`config.mk`:
```
export PLATFORM = sky130hd
export DESIGN_NAME = neuron_acc
export DESIGN_NICKNAME = d
export VERILOG_FILES = /design/src/rtl/neuron_acc.sv
export SDC_FILE = /design/constraint.sdc
export NUM_CORES = 1
export LEC_CHECK = 0
export ABC_AREA = 1
export BUFFER_PORTS_ARGS = -buffer_cell sky130_fd_sc_hd__buf_2
export CAP_MARGIN = 10
export CORE_MARGIN = 3
export CORE_UTILIZATION = 35
export DETAILED_ROUTE_END_ITERATION = 12
export GPL_ROUTABILITY_DRIVEN = 0
export PLACE_DENSITY_LB_ADDON = 0.08
export SETUP_SLACK_MARGIN = 0.05
export SLEW_MARGIN = 15
export SYNTH_ARGS = -nofsm -noshare
export SYNTH_HDL_FRONTEND = slang
export SYNTH_SLANG_ARGS = --single-unit
```
`constraint.sdc`:
```
create_clock -name clk -period 3.9 [get_ports clk]
set_input_delay 0.585 -clock clk [delete_from_list [all_inputs] [get_ports clk]]
set_output_delay 0.585 -clock clk [all_outputs]
set_load 0.02 [all_outputs]
```
`src/rtl/neuron_acc.sv`:
```
// Neuron accumulator: a bias plus N_IN signed product terms are summed with saturation.
// An optional ReLU is applied and the result is held behind an out_valid/out_ready handshake.
module neuron_acc #(
  parameter int IN_W  = 20,
  parameter int B_W   = 8,
  parameter int ACC_W = 22,
  parameter int N_IN  = 784,
  parameter int RELU  = 1
) (
  input  logic                    clk,
  input  logic                    reset,
  input  logic                    start,
  input  logic signed [B_W-1:0]   bias,
  input  logic                    mac_valid,
  input  logic signed [IN_W-1:0]  mac_in,
  input  logic                    out_ready,
  output logic                    out_valid,
  output logic signed [ACC_W-1:0] acc_out,
  output logic                    busy,
  output logic                    ovf
);

  localparam int CNT_W = (N_IN > 1) ? $clog2(N_IN) : 1;
  localparam logic [CNT_W-1:0] LAST_CNT = CNT_W'(N_IN - 1);
  localparam logic signed [ACC_W-1:0] ACC_MAX = {1'b0, {(ACC_W-1){1'b1}}};
  localparam logic signed [ACC_W-1:0] ACC_MIN = {1'b1, {(ACC_W-1){1'b0}}};

  typedef enum logic [1:0] {
    IDLE,
    ACCUM,
    DONE
  } state_t;

  state_t                  state, state_nx;
  logic signed [ACC_W-1:0] acc, acc_nx;
  logic signed [ACC_W-1:0] acc_out_nx;
  logic [CNT_W-1:0]        cnt, cnt_nx;
  logic                    ovf_nx;

  logic signed [ACC_W:0]   sum;
  logic                    sat_hi, sat_lo;
  logic signed [ACC_W-1:0] acc_sat;
  logic signed [ACC_W-1:0] result;
  logic                    accept;

  // One guard bit is enough: a single add of two ACC_W-wide signed values cannot wrap ACC_W+1 bits.
  always_comb begin
    sum     = (ACC_W+1)'(acc) + (ACC_W+1)'(mac_in);
    sat_hi  = !sum[ACC_W] &&  sum[ACC_W-1];
    sat_lo  =  sum[ACC_W] && !sum[ACC_W-1];
    acc_sat = sum[ACC_W-1:0];
    if (sat_hi) acc_sat = ACC_MAX;
    if (sat_lo) acc_sat = ACC_MIN;
    result  = ((RELU != 0) && acc_sat[ACC_W-1]) ? '0 : acc_sat;
  end

  always_ff @(posedge clk or posedge reset) begin
    if (reset) state <= IDLE;
    else       state <= state_nx;
  end

  always_comb begin
    state_nx   = state;
    acc_nx     = acc;
    cnt_nx     = cnt;
    ovf_nx     = ovf;
    acc_out_nx = acc_out;
    accept     = 1'b0;

    unique case (state)
      IDLE: begin
        if (start) begin
          accept   = 1'b1;
          state_nx = ACCUM;
        end
      end
      ACCUM: begin
        if (mac_valid) begin
          acc_nx = acc_sat;
          cnt_nx = cnt + CNT_W'(1);
          ovf_nx = ovf | sat_hi | sat_lo;
          if (cnt == LAST_CNT) begin
            cnt_nx     = '0;
            acc_out_nx = result;
            state_nx   = DONE;
          end
        end
      end
      DONE: begin
        if (out_ready) begin
          // A start alongside out_ready hands off and restarts on the same edge.
          accept   = start;
          state_nx = start ? ACCUM : IDLE;
        end
      end
      default: state_nx = IDLE;
    endcase

    if (accept) begin
      acc_nx = ACC_W'(bias);
      cnt_nx = '0;
      ovf_nx = 1'b0;
    end
  end

  always_ff @(posedge clk or posedge reset) begin
    if (reset) begin
      acc     <= '0;
      cnt     <= '0;
      ovf     <= 1'b0;
      acc_out <= '0;
    end else begin
      acc     <= acc_nx;
      cnt     <= cnt_nx;
      ovf     <= ovf_nx;
      acc_out <= acc_out_nx;
    end
  end

  assign out_valid = (state == DONE);
  assign busy      = (state != IDLE);

endmodule
```
==> run metrics <==
clk_skew=0.008020 ns; Post-Syn Area per Cell=6.726 um^2; cts hold-fix bufs=0; area grow syn2layout=12.72%; Routed WL=12,290 um; Required @ worst endpoint=4.09 ns; clk_lat worst skew=0.30 ns; antenna-violating nets left=0; Synth Net Count=683; Distinct cells, synth=31; Slew headroom=51.21%; Pleak=2.755 nW; Slew Limit Fails=0; sequential area share after synthesis=33.28%; largest net degree at the start of global routing=44; CP arrival=2.96 ns; htree depth=2; row count=39; drt wl/cell=14.97 um; IO Count=58; Max-Cap Viols=0; DR iter-0 viols=242; DIE AREA=0.01338 mm^2; TNS Setup=0 ns; post-CTS resize count=0; GRT overflow=0; Sequential cell area=0.001401 mm^2; total CTS buffers=5; Post-Route Utilization=41.04%; global-route wire length before repair=19,640 um; #FFs+latches synth=56; total track usage=18.81%; overall via count from detail_route=4,001; CTS tree=done; Antenna diodes=0; Post-Syn Area=0.004210 mm^2; Worst-path clk slew=0.08 ns; final setup violation count=0; min Tclk post-route=2.767 ns; VDD IR-drop max=293.4 uV; Die Width=115.7 um; CP Class=register to register; crit path launch type=register; Initial Util=36.41%; vias in the first global route=3,940; First-pass DRT Iterations=5; Power Density=747.3 mW/mm^2; Crit Path Max Fanout=22; Worst Max-Slew Pin Slew=0.7307 ns; multi-input logic area=0.002365 mm^2; clock root buffer master=clkbuf_16; setup bufs post-CTS=0; Synth Instances=626; clock sinks=56; dpl hpwl=9323 um; die outline height=115.7 um; Port Buffer Count=56; # fillers=1,290; Tcrit/Tclk final=70.94%; Hold Slack=0.3990 ns; Hold Path Class=input pin to async pin; remaining routing DRC violations=0; clk buf depth=2; Synth Warn #=0; ratio of cells with drive above 1 in the final layout=14.60%; Hold Fails Final Rpt=0; core area=0.01156 mm^2; vias per cell=4.873; total power=0.003546 W; highest clock rate=361.4 MHz; antenna violations before repair=0; crit end category=register; unrepaired setup endpoints after global routing=no; layout net count=734; outcome=completed
-- logic make-up (layout without fill, tap and decap cells) --
family / Yosys count / after routing / synth area share, %
XOR/XNOR: 13 / 13 / 2.704
buffers and inverters: 101 / 153 / 10.61
AND/OR/NAND/NOR: 385 / 385 / 39.26
other: 1 / 1 / 0.08907
AO/OA/AOI/OAI: 46 / 46 / 6.746
adder cells (fa/ha/maj): 24 / 24 / 7.311
flip-flops: 56 / 56 / 33.28
-- stage by stage --
| step | setup slack, ns | area, um^2 | cells |
|---|---|---|---|
| floorplan | 1.570 | 4210 | 626 |
| global placement | 0.8545 | 4578 | 813 |
| detailed placement | 0.8065 | 4578 | 813 |
| CTS | 1.109 | 4746 | 821 |
| global route | 0.8971 | 4746 | 821 |
| finish | 1.133 | 4746 | 821 |
-- worst paths after layout --
check	from	endpoint	slack, ns	cells past startpoint
worst min register to register	acc_out[13]	acc_out[13]	0.47	2
worst max register to register	acc[0]	acc[4]	1.13	14
worst min-delay path	reset	acc_out[16]	0.40	2
max in group asynchronous	reset	cnt[6]	2.65	3
min in group clk	acc_out[13]	acc_out[13]	0.47	2
worst max-delay path	acc[0]	acc[4]	1.13	14
-- report_power, final --
part           switching, W  internal [W]  leakage [nW]
sequential         0.000100      0.000733         0.726
combinational       0.00144      0.000733          1.95
clock              0.000230      0.000307        0.0815
-- metal layers --
layer / global-route usage [%] / wire length (um) / part of all wire [%] / vias to the layer above
li1: - / - / - / 2065
met3: 2.350 / 567 / 4.6 / 19
met1: 23.62 / 5419 / 44 / 1828
met5: 0 / 0 / 0 / -
met4: 6.342 / 299 / 2.4 / 0
met2: 33.41 / 6007 / 49 / 89
-- layout make-up --
type / count / share of cell area [%]
clock inverters: 2 / 0.8173
flip-flops and latches: 56 / 29.53
well taps: 143 / 3.770
multi-input cells: 469 / 49.83
repair buffers: 61 / 6.697
inverters: 84 / 6.644
clock buffers: 6 / 2.716
-- synthesized netlist by cell type --
cell	instances	area share, %
a21oi_1	19	2.3
a22o_1	7	1.5
a31oi_1	1	0.15
a32o_1	1	0.24
a41oi_1	1	0.21
and2_1	1	0.15
buf_2	3	0.36
buf_4	1	0.18
buf_6	8	2.1
clkbuf_1	5	0.45
conb_1	1	0.089
dfrtp_1	56	33
fa_1	1	0.48
ha_1	23	6.8
inv_1	84	7.5
nand2_1	234	21
nand2_2	21	3.1
nand3_1	61	7.3
nand3_2	1	0.24
nand3_4	1	0.42
nand3b_1	4	0.71
nand4_1	8	1.2
nor2_1	43	3.8
nor2_2	6	0.89
nor3_1	5	0.59
o21a_1	2	0.36
o21ai_0	9	1.1
o21bai_1	4	0.71
o22ai_1	2	0.30
xnor2_1	11	2.3
xor2_1	2	0.42
-- registers in the layout, indices dropped and copies added (netlist names) --
name,count
state,2
cnt,10
acc_out,21
ovf,1
acc,22
-- placed cells by master (no fill, tap or decap), types with 2 or more instances in the layout --
cell / count
clkbuf_16: 5
o22ai_1: 2
o21a_1: 2
nand3b_1: 4
nor2_2: 7
ha_1: 23
nand2_2: 21
nand3_1: 61
a22o_1: 7
nand4_1: 8
o21ai_0: 9
xor2_1: 2
xnor2_1: 11
buf_2: 56
nand2_1: 234
buf_4: 5
nor2_1: 42
inv_1: 83
a21oi_1: 19
nor3_1: 5
o21bai_1: 4
dfrtp_1: 56
-- worst max-delay path: stages, from the launching register on --
cell     delay, ns
dfrtp_1       0.39
ha_1          0.23
fa_1          0.41
nand2_1       0.09
nand2_1       0.06
nand3_1       0.08
nand2_1       0.14
nand2_1       0.17
nand3_2       0.10
nand2_1       0.07
nand2_1       0.06
nand2_2       0.47
nand2_2       0.20
nand3_1       0.12
nand2_1       0.07
Note: power is estimated with default switching activity, not from simulation.
